**config.mk**
```make
export PLATFORM = sky130hd
export DESIGN_NAME = mdu
export DESIGN_NICKNAME = d
export VERILOG_FILES = /design/src/rtl/mdu.sv
export SDC_FILE = /design/constraint.sdc
export NUM_CORES = 1
export LEC_CHECK = 0
export ABC_AREA = 1
export BUFFER_PORTS_ARGS = -buffer_cell sky130_fd_sc_hd__buf_2
export CELL_PAD_IN_SITES_DETAIL_PLACEMENT = 1
export CELL_PAD_IN_SITES_GLOBAL_PLACEMENT = 1
export CORE_UTILIZATION = 42
export DETAILED_ROUTE_END_ITERATION = 10
export MAX_ROUTING_LAYER = met4
export PLACE_DENSITY = 0.79
export SKIP_CTS_REPAIR_TIMING = 1
export SLEW_MARGIN = 20
export SYNTH_ARGS = -nofsm -noshare
export SYNTH_HDL_FRONTEND = slang
export SYNTH_SLANG_ARGS = --single-unit
```
**constraint.sdc**
```tcl
create_clock -name clock -period 3.78 [get_ports clock]
set_clock_uncertainty 0.2 [all_clocks]
set_input_delay 0.378 -clock clock [delete_from_list [all_inputs] [get_ports clock]]
set_output_delay 0.378 -clock clock [all_outputs]
set_load 0.1 [all_outputs]
```
**src/rtl/mdu.sv**
```systemverilog
// Iterative multiply/divide unit holding the HI/LO pair.
// One shift-add or restoring-divide step per clock, then a sign fix-up cycle.
module mdu #(
  parameter int WIDTH = 32
) (
  input  logic             clock,
  input  logic             reset,
  input  logic             start,
  input  logic [1:0]       op,
  input  logic [WIDTH-1:0] a,
  input  logic [WIDTH-1:0] b,
  input  logic             mthi,
  input  logic             mtlo,
  input  logic [WIDTH-1:0] wd,
  output logic [WIDTH-1:0] hi,
  output logic [WIDTH-1:0] lo,
  output logic             busy,
  output logic             done,
  output logic             div_by_zero
);

  localparam int CW = $clog2(WIDTH + 1);

  typedef enum logic [1:0] {
    S_IDLE,
    S_MUL,
    S_DIV,
    S_FIX
  } state_t;

  state_t               r_state;
  logic [WIDTH-1:0]     r_hi;
  logic [WIDTH-1:0]     r_lo;
  logic                 r_busy;
  logic                 r_done;
  logic                 r_dbz;
  logic                 r_is_div;
  logic                 r_bz;
  logic                 r_sign_q;
  logic                 r_sign_r;
  logic [CW-1:0]        r_cnt;
  logic [WIDTH-1:0]     r_b;
  // MUL: {partial product, multiplier}; DIV: {remainder, dividend/quotient}
  logic [2*WIDTH-1:0]   r_acc;

  logic [WIDTH-1:0]     w_abs_a;
  logic [WIDTH-1:0]     w_abs_b;
  logic [WIDTH:0]       w_msum;
  logic [WIDTH:0]       w_dshift;
  logic [WIDTH:0]       w_ddiff;
  logic                 w_dge;
  logic [2*WIDTH-1:0]   w_prod_neg;
  logic [WIDTH-1:0]     w_quo_neg;
  logic [WIDTH-1:0]     w_rem_neg;
  logic [CW-1:0]        w_cnt_dec;

  assign w_abs_a    = (op[0] && a[WIDTH-1]) ? (~a + 1'b1) : a;
  assign w_abs_b    = (op[0] && b[WIDTH-1]) ? (~b + 1'b1) : b;
  assign w_msum     = {1'b0, r_acc[2*WIDTH-1:WIDTH]} + {1'b0, (r_acc[0] ? r_b : {WIDTH{1'b0}})};
  assign w_dshift   = {r_acc[2*WIDTH-1:WIDTH], r_acc[WIDTH-1]};
  assign w_ddiff    = w_dshift - {1'b0, r_b};
  // Shifted remainder is below 2*divisor, so the top bit of the difference is its sign.
  assign w_dge      = ~w_ddiff[WIDTH];
  assign w_prod_neg = ~r_acc + 1'b1;
  assign w_quo_neg  = ~r_acc[WIDTH-1:0] + 1'b1;
  assign w_rem_neg  = ~r_acc[2*WIDTH-1:WIDTH] + 1'b1;
  assign w_cnt_dec  = r_cnt - 1'b1;

  always_ff @(posedge clock or negedge reset) begin
    if (!reset) begin
      r_state  <= S_IDLE;
      r_hi     <= '0;
      r_lo     <= '0;
      r_busy   <= 1'b0;
      r_done   <= 1'b0;
      r_dbz    <= 1'b0;
      r_is_div <= 1'b0;
      r_bz     <= 1'b0;
      r_sign_q <= 1'b0;
      r_sign_r <= 1'b0;
      r_cnt    <= '0;
      r_b      <= '0;
      r_acc    <= '0;
    end else begin
      r_done <= 1'b0;
      case (r_state)
        S_IDLE: begin
          if (start) begin
            r_sign_q <= op[0] & (a[WIDTH-1] ^ b[WIDTH-1]);
            r_sign_r <= op[0] & a[WIDTH-1];
            r_dbz    <= 1'b0;
            r_cnt    <= CW'(WIDTH);
            r_busy   <= 1'b1;
            r_is_div <= op[1];
            r_b      <= w_abs_b;
            if (op[1] && (b == '0)) begin
              r_bz    <= 1'b1;
              r_acc   <= {{WIDTH{1'b0}}, a};
              r_state <= S_FIX;
            end else begin
              r_bz    <= 1'b0;
              r_acc   <= {{WIDTH{1'b0}}, w_abs_a};
              r_state <= op[1] ? S_DIV : S_MUL;
            end
          end else begin
            if (mthi) r_hi <= wd;
            if (mtlo) r_lo <= wd;
          end
        end
        S_MUL: begin
          r_acc <= {w_msum, r_acc[WIDTH-1:1]};
          r_cnt <= w_cnt_dec;
          if (r_cnt == CW'(1)) r_state <= S_FIX;
        end
        S_DIV: begin
          r_acc <= {(w_dge ? w_ddiff[WIDTH-1:0] : w_dshift[WIDTH-1:0]),
                    r_acc[WIDTH-2:0], w_dge};
          r_cnt <= w_cnt_dec;
          if (r_cnt == CW'(1)) r_state <= S_FIX;
        end
        S_FIX: begin
          if (r_bz) begin
            r_hi  <= r_acc[WIDTH-1:0];
            r_lo  <= {WIDTH{1'b1}};
            r_dbz <= 1'b1;
          end else if (r_is_div) begin
            r_lo <= r_sign_q ? w_quo_neg : r_acc[WIDTH-1:0];
            r_hi <= r_sign_r ? w_rem_neg : r_acc[2*WIDTH-1:WIDTH];
          end else begin
            {r_hi, r_lo} <= r_sign_q ? w_prod_neg : r_acc;
          end
          r_done  <= 1'b1;
          r_busy  <= 1'b0;
          r_state <= S_IDLE;
        end
        default: r_state <= S_IDLE;
      endcase
    end
  end

  assign hi          = r_hi;
  assign lo          = r_lo;
  assign busy        = r_busy;
  assign done        = r_done;
  assign div_by_zero = r_dbz;

endmodule

```
==> Word level (Yosys, flattened, before mapping) <==
Index checks and enable logic that the tools add are counted.
{ "totals": {"latch_bits": 0, "output_inout_bits": 67, "mem_count": 0, "ram_bits": 0, "romBits": 0, "register_bits": 175} }
{ "classes": {"n_mul": 0, "n_reduce_logical": 17, "div_mod_pow": 0, "n_shift": 0, "n_eq_ne": 10, "bitwise_logic": 9, "add_sub_neg": 8, "muxes": 34, "magnitude_cmp": 0} }
{ "ops": {"columns": ["operator", "n"], "rows": [
  ["32-bit two-way mux", 15],
  ["64-bit one-hot mux with 3 select lines", 1],
  ["32-bit by 1-bit adder with 32-bit output, second input constant", 4],
  ["64-bit two-way mux", 2],
  ["32-bit NOT", 4],
  ["32-bit one-hot mux with 2 select lines", 2],
  ["64-bit by 1-bit adder with 64-bit output, second input constant", 1],
  ["64-bit NOT", 1],
  ["32-bit by 32-bit adder with 33-bit output", 1],
  ["33-bit by 32-bit subtractor with 33-bit output", 1],
  ["32-bit zero test", 1],
  ["6-bit one-hot mux with 2 select lines", 1],
  ["2-bit != test, second input constant", 5],
  ["2-bit AND reduction", 5],
  ["3-bit AND reduction", 3],
  ["2-bit two-way mux", 4],
  ["6-bit by 1-bit == test with 1-bit output, second input constant", 1],
  ["6-bit two-way mux", 1],
  ["2-bit one-hot mux with 3 select lines", 1],
  ["6-bit by 1-bit subtractor with 6-bit output, second input constant", 1],
  ["1-bit two-way mux", 5],
  ["2-bit == test, second input constant", 2],
  ["1-bit one-hot mux with 2 select lines", 2],
  ["2-bit nonzero test", 2],
  ["9 further kinds", 12]
]} }

==> Longest topological paths before layout <==
Gate-level depths: netlist (run 1).
{ "logic_depth": {"depth_word": 6, "mapped_depth": 20} }

==> Least setup slack after synthesis (run 1) <==
OpenSTA, ideal clock, no wires.
{ "synth_path": {"path_kind": "register -> register", "start": "reg r_acc[0]", "end": "reg r_acc[51]", "path_stages_with_launch": 21, "path_slack_ns": 1.113, "setup_ns": 0.117, "path_buffers": 2, "arrival_time_ns": 2.350, "period_less_slack_ns": 2.667, "required_ns": 3.463, "cell_sequence": "dfrtp_1 -> clkbuf_1 -> clkbuf_1 -> nand2_1 -> inv_1 -> ha_1 -> fa_1 -> nand3_1 -> nand3_1 -> nand2_1 -> nand3_1 -> nand2_1 -> nand2_1 -> nand2_1 -> inv_1 -> nor2_1 -> nand2_1 -> nand3_1 -> nand2_1 -> nand2_1 -> nand2_1"} }
{ "synth_between": {"elab_chain_cells": 3} }
{ "synth_lines": {"columns": ["element", "line", "source"], "rows": [
  ["start, declared", "44", "logic [2*WIDTH-1:0] r_acc;"],
  ["start signal, assigned", "98", "r_acc <= {{WIDTH{1'b0}}, a};"],
  ["start signal, assigned", "102", "r_acc <= {{WIDTH{1'b0}}, w_abs_a};"],
  ["start signal, assigned", "111", "r_acc <= {w_msum, r_acc[WIDTH-1:1]};"],
  ["32-bit two-way mux", "59", "assign w_msum = {1'b0, r_acc[2*WIDTH-1:WIDTH]} + {1'b0, (r_acc[0] ? r_b : {WIDTH{1'b0}})};"],
  ["32-bit by 32-bit adder with 33-bit output", "59", null],
  ["64-bit one-hot mux with 3 select lines", "86", "case (r_state)"]
]} }
No other way between the ends.
A chain may end at the register's enable or synchronous reset.

==> Worst setup path after layout (run 1) <==
{ "layout_path": {"start": "reg r_acc[32]", "end": "reg r_acc[63]"} }
{ "layout_between": {"elab_chain_cells": 3} }
{ "layout_lines": {"columns": ["element", "line", "source"], "rows": [
  ["33-bit by 32-bit subtractor with 33-bit output", "61", "assign w_ddiff = w_dshift - {1'b0, r_b};"],
  ["32-bit two-way mux", "116", "r_acc <= {(w_dge ? w_ddiff[WIDTH-1:0] : w_dshift[WIDTH-1:0]),"],
  ["64-bit one-hot mux with 3 select lines (*)", "86", null]
]} }
Every way passes the cells marked *; elsewhere a longest branch is shown, timed or not.

==> results.toml, run 1 <==
[run_status]
status = "complete, but fails checks"
violations = "hold timing"

[place]
dpl_worst_slack_ps = 273
port_buffers = 169
gp_congestion = 1.09
hpwl_mm = 72.9

[synth]
yosys_warnings = 0
synthArstFlopShare_pct = 100
seq_area_frac_synth_pct = 23.8
ys_types = 49
synth_edf_count = 0
synth_area_per_cell_um2 = 5.72
synth_top_flop_cell = "dfrtp_1"
synth-seq-cells = 175
syn_inst = 3217
synth_area_mm2 = 0.0184
syn_nets = 3397

[sta]
finalSetupTns_ps = 0
period_share_pct = 94.9
setup_viol = 0
rsz0062_at_grt = "false"
tightest_slew_ps = 1070
min_period_ps = 3590
holdWs_ps = -11.9
max_slew_margin_pct = 28.2
final_max_slew_viol_count = 0
layout_setup_ws_ps = 194
fmax_ghz = 0.279
final-hold-violation-count = 5

[routing]
drtIter0Drc = 2354
drc = 0
drt_first_pass_iters = 6
viasPerCell = 5.86
wirelength_mm = 90.9
vias = 23100
ant_nets = 0
routedWlPerCell_um = 23.1

[setup_path]
crit_path_frequent_cell = "nand2_1"
cp_slowest_stage_delay_ps = 590
crit_buf_inv = 3
cp-start-kind = "flip-flop"
critPathRequiredTime_ps = 4020
path_class = "reg -> reg"
r2r_slack_ps = 190
cp-end-kind = "flip-flop"
crit_slowest_cell = "dfrtp_1"
crit_family = "simple AND/OR/NAND/NOR gates"
cp_max_fo = 13
crit_path_cell_trace = "inv_1 > fa_1 > inv_1 > nand3_1 > nand2_4 > nand2_2 > nand2_2 > nand2_2 > nand2_2 > nand2_4 > nand3_1 > buf_4 > nand3_1 > nand2_1 > nand2_1 > nand2_1 > nand2_1 > nand2_1"
critical_path_arrival_ps = 3830

[clocking]
cts.path.max_buffers = 2
htree_levels = 4
cts_root_buf = "clkbuf_16"
cts_tree = "done"
cts_made_buffers = 17
clk_pin_slew_worst_paths_ps = 80
clkSinkCount = 175
clk-insertion-delay-late_ps = 510

[power]
power_leakage_nw = 10.8
p_per_area_mw_per_mm2 = 1110
ir_drop_mv = 0.719

[grt]
gr-total-overflow = 0
grt_max_degree = 87
grt_antenna_before_repair = 2
gr-usage-all-layers_pct = 41.8
grt_pass1_wl_mm = 137
grt_pass1_vias = 22700

[hold_path]
min_path_type = "in -> reg"

[die]
die-area_mm2 = 0.0447
die_h_um = 211
die_x_um = 211
initial_core_util_pct = 42.7
core_mm2 = 0.0432
rows = 76
io_pins = 170

[cells_and_area]
nNetsFinal = 3523
area_delta_synth_final_pct = 11.6
drive_gt1_share_pct = 9.21

[job]
maxCapViolations = 0
per-stage QoR:
stage / util (%) / cells / total power [mW] / area [um2] / hold WS (ps)
4_1_cts: 47.5 / 3938 / 22.4 / 20500 / -296
5_1_grt: 47.6 / 3942 / 24.2 / 20600 / 0.0421
3_5_place_dp: 46.2 / 3906 / 20.4 / 20000 / 264
3_3_place_gp: 46.2 / 3906 / 19.9 / 20000 / 251
2_1_floorplan: - / 3217 / 15.1 / 18400 / -118
6_report: 47.6 / 3942 / 22.9 / 20600 / -11.9
report_power, final:
group	switching [mW]	internal, mW
logic	12.8	4.20
clock network	0.956	0.873
registers	1.23	2.78
cell type report:
class                      count  area (um2)
fill                        6261       22600
multi-input combinational   2547       12200
sequential                   175        4380
inverter                     378        1420
timing repair buffer         224        1300
tap                          585         732
clock buffer                  17         425
clock inverter                15         140
antenna                        1        2.50
layout by cell type (no fill, tap or decap), types with 24 or more instances in the layout:
cell	Yosys	layout
nand4_1	31	31
nor3_1	24	24
a21oi_1	304	302
inv_1	357	357
o22ai_1	32	32
nand3_1	292	292
ha_1	75	75
o21ai_0	169	169
xor2_1	35	35
nand2_1	1031	1031
buf_4	1	50
nand3b_1	26	26
dfrtp_1	175	175
buf_2	11	168
nor2_1	404	403
state kept, by name, indices dropped and copies added, names as in the netlist, 2 cells and up:
register,cells
r_state,2
r_acc,64
hi,32
r_b,32
lo,32
r_cnt,6
worst min-delay path, delay by kind of cell:
kind / cells / cell delay (ps)
buf+inv: 1 / 90
compound gates: 2 / 190
synthesized netlist by cell type (2+ instances only):
cell type,number,share of area (%)
o21a_1,6,0.24
xor2_1,35,1.7
nand2_4,4,0.24
buf_1,11,0.22
and2_1,5,0.17
o31ai_1,6,0.24
nand4_1,31,1.1
nor2_4,3,0.18
nor2_2,5,0.17
clkinv_1,4,0.082
clkbuf_1,92,1.9
nor3_1,24,0.65
a31oi_1,8,0.27
ha_1,75,5.1
inv_1,357,7.3
a21oi_1,304,8.3
a22oi_1,7,0.29
dfrtp_1,175,24
and3_1,2,0.068
nand3_1,292,7.9
a21o_1,8,0.33
inv_2,17,0.35
nand2_2,9,0.31
nor2_1,404,8.2
or2_2,6,0.20
buf_2,11,0.30
nand2_1,1031,21
fa_1,2,0.22
o22ai_1,32,1.1
o21ai_0,169,4.6
buf_6,2,0.12
o21ai_1,12,0.33
o211ai_1,7,0.29
nand3b_1,26,1.1
o21bai_1,6,0.24
xnor2_1,16,0.76
path summary, 6_finish.rpt:
kind	start	cells after the start	to
min in group asynchronous	reset	2	r_b[26]$_DFFE_PN0P_
max in group asynchronous	reset	3	r_b[27]$_DFFE_PN0P_
setup reg to reg	r_acc[32]$_DFFE_PN0P_	18	r_acc[63]$_DFFE_PN0P_
hold / removal	wd[2]	3	lo[2]$_DFFE_PN0P_
hold reg to reg	lo[22]$_DFFE_PN0P_	2	lo[22]$_DFFE_PN0P_
setup / recovery	r_acc[32]$_DFFE_PN0P_	18	r_acc[63]$_DFFE_PN0P_
logic make-up after synthesis:
logic type                 after synthesis  synth area share, %
and+or+nand+nor                       1849                 41.8
AOI/OAI and AO/OA                      570                 16.4
buffers and inverters                  495                 10.3
DFF                                    175                 23.8
adders and majority gates               77                 5.31
xor gates and xnor gates                51                 2.43
layer usage:
layer,vias up,global-route usage (%),part of all wire (%)
li1,10600,-,-
met1,11200,57.1,45
met2,1080,59.6,42
met3,172,10.3,10
met4,0,14.1,3.2
met5,-,-,0
Power figures use the tool's default switching activity.
==> run 2, diff against run 1 <==
--- a/config.mk
+++ b/config.mk
@@ -7,14 +7,17 @@
 export LEC_CHECK = 0
 export ABC_AREA = 1
 export BUFFER_PORTS_ARGS = -buffer_cell sky130_fd_sc_hd__buf_2
+export CAP_MARGIN = 5
 export CELL_PAD_IN_SITES_DETAIL_PLACEMENT = 1
 export CELL_PAD_IN_SITES_GLOBAL_PLACEMENT = 1
 export CORE_UTILIZATION = 42
 export DETAILED_ROUTE_END_ITERATION = 10
 export MAX_ROUTING_LAYER = met4
 export PLACE_DENSITY = 0.79
+export SETUP_SLACK_MARGIN = 0.5
 export SKIP_CTS_REPAIR_TIMING = 1
 export SLEW_MARGIN = 20
 export SYNTH_ARGS = -nofsm -noshare
 export SYNTH_HDL_FRONTEND = slang
 export SYNTH_SLANG_ARGS = --single-unit
+export TNS_END_PERCENT = 1
==> run 2 against run 1 <==
  * The flow still finishes with violations (hold timing)
  * First-iteration DRC count grew 2.8%
  * Wire length grew 0.48%
  * Count of clock-buffer cells in the layout is the same
  * Critical endpoint is now r_acc[52]$_DFFE_PN0P_
  * Highest routed layer unchanged
==> results.toml, run 2 (same netlist as run 1, synthesis figures left out) <==
[clocking]
cts_tree = "done"
htree_levels = 4
cts.path.max_buffers = 2
clk_pin_slew_worst_paths_ps = 70
cts_made_buffers = 17
clk-insertion-delay-late_ps = 520
cts_root_buf = "clkbuf_16"
clkSinkCount = 175

[place]
gp_congestion = 1.09
hpwl_mm = 72.9
port_buffers = 169
dp_cells = 3906
post_dp_cell_area_mm2 = 0.0200

[hold_path]
min_path_type = "in -> reg"

[setup_path]
crit_family = "simple AND/OR/NAND/NOR gates"
cp_max_fo = 20
path_class = "reg -> reg"
crit_path_cell_trace = "inv_1 > fa_1 > inv_1 > nand3_1 > nand2_4 > nand2_2 > nand2_2 > nand2_2 > nand2_2 > nand2_4 > nand2_4 > nand2_4 > nand2_4 > nand2_1 > nand3_1 > nand2_1 > nand2_1 > nand2_1"
cp_slowest_stage_delay_ps = 510
critical_path_arrival_ps = 3450
crit_buf_inv = 2
cp-start-kind = "flip-flop"
cp-end-kind = "flip-flop"
crit_path_frequent_cell = "nand2_4"
crit_slowest_cell = "dfrtp_2"
critPathRequiredTime_ps = 3970

[sta]
fmax_ghz = 0.307
tightest_slew_ps = 1060
final_max_slew_viol_count = 0
finalSetupTns_ps = 0
min_period_ps = 3260
rsz0062_at_grt = "true"
max_slew_margin_pct = 28.6
final-hold-violation-count = 5
period_share_pct = 86.2
setup_viol = 0
holdWs_ps = -14.8

[grt]
grt_antenna_before_repair = 2
grt_max_degree = 87
grt_pass1_vias = 22700
gr-usage-all-layers_pct = 41.8
gr-total-overflow = 0
grt_pass1_wl_mm = 137

[routing]
routedWlPerCell_um = 23.2
drc = 0
drt_first_pass_iters = 5
viasPerCell = 5.88
wirelength_mm = 91.3
vias = 23200
ant_nets = 0
drtIter0Drc = 2421

[die]
core_mm2 = 0.0432
rows = 76
io_pins = 170
die_h_um = 211
die-area_mm2 = 0.0447
die_x_um = 211
initial_core_util_pct = 42.7

[cells_and_area]
largest_reg_flops = 64
fillCellCount = 6263
final_cell_mix = "nand2_1 (1030), nor2_1 (403), inv_1 (357), a21oi_1 (302), nand3_1 (291)"
final_common_cell = "nand2_1"
area_delta_synth_final_pct = 11.9
finalNonFillerCells = 3944
regArea_mm2 = 0.00438
final_cell_area_mm2 = 0.0206
nNetsFinal = 3525
max_flop_register = "r_acc"
multiInputGateArea_mm2 = 0.0122
drive_gt1_share_pct = 9.35

[run_status]
violations = "hold timing"
status = "complete, but fails checks"

[job]
maxCapViolations = 0

[power]
power_leakage_nw = 10.9
ir_drop_mv = 0.718
p_per_area_mw_per_mm2 = 1110
## run 2: changes by cell type in the layout (fill, tap and decap cells not counted)
cell / previous run / this run
nand3_1: 292 / 291
nand2_1: 1031 / 1030
nand3_4: 1 / 2
dfrtp_2: 0 / 1
nand2_8: 0 / 1
nand2_4: 5 / 7
dfrtp_1: 175 / 174
## run 2: report_power, final
part | total (mW) | leakage (nW) | internal [mW] | switching (mW)
registers | 4.00 | 2.10 | 2.78 | 1.23
clock network | 1.83 | 0.275 | 0.873 | 0.956
logic | 17.1 | 8.49 | 4.22 | 12.9
total | 23.0 | 10.9 | 7.87 | 15.1
## run 2: worst min-delay path, cell delays in order
cell     delay [ps]
buf_2            90
a21oi_1          60
a21oi_1         120
## run 2: per-stage QoR
step	util, %	worst slack [ps]	total power, mW
2_1_floorplan	-	1110	15.1
3_3_place_gp	46.2	404	19.9
3_5_place_dp	46.2	273	20.4
4_1_cts	47.5	227	22.4
5_1_grt	47.7	401	24.3
6_report	47.7	521	23.0
## run 2: final cells by class
cell class	count	area share [%]
well taps	585	3.55
inverters	378	6.88
diodes	1	0.0121
multi-input cells	2549	59.2
clock buffers	17	2.06
clock inverters	15	0.680
flip-flops and latches	175	21.3
repair buffers	224	6.31
## run 2: path summary, 6_finish.rpt
kind	from	end	slack, ps	cells after the start
worst max-delay path	r_acc[32]$_DFFE_PN0P_	r_acc[52]$_DFFE_PN0P_	520	18
worst min-delay path	wd[18]	hi[18]$_DFFE_PN0P_	-10	3
max in group asynchronous	reset	r_b[27]$_DFFE_PN0P_	2160	3
worst min register to register	lo[22]$_DFFE_PN0P_	lo[22]$_DFFE_PN0P_	330	2
worst max register to register	r_acc[32]$_DFFE_PN0P_	r_acc[52]$_DFFE_PN0P_	520	18
min in group asynchronous	reset	r_b[26]$_DFFE_PN0P_	230	2
## run 2: metal layers
layer  GRT usage [%]  vias to the layer above  part of all wire (%)
li1                -                    10600                     -
met1            57.1                    11300                    44
met2            59.6                     1076                    42
met3            10.3                      193                    11
met4            14.1                        0                   3.4
met5               -                        -                     0
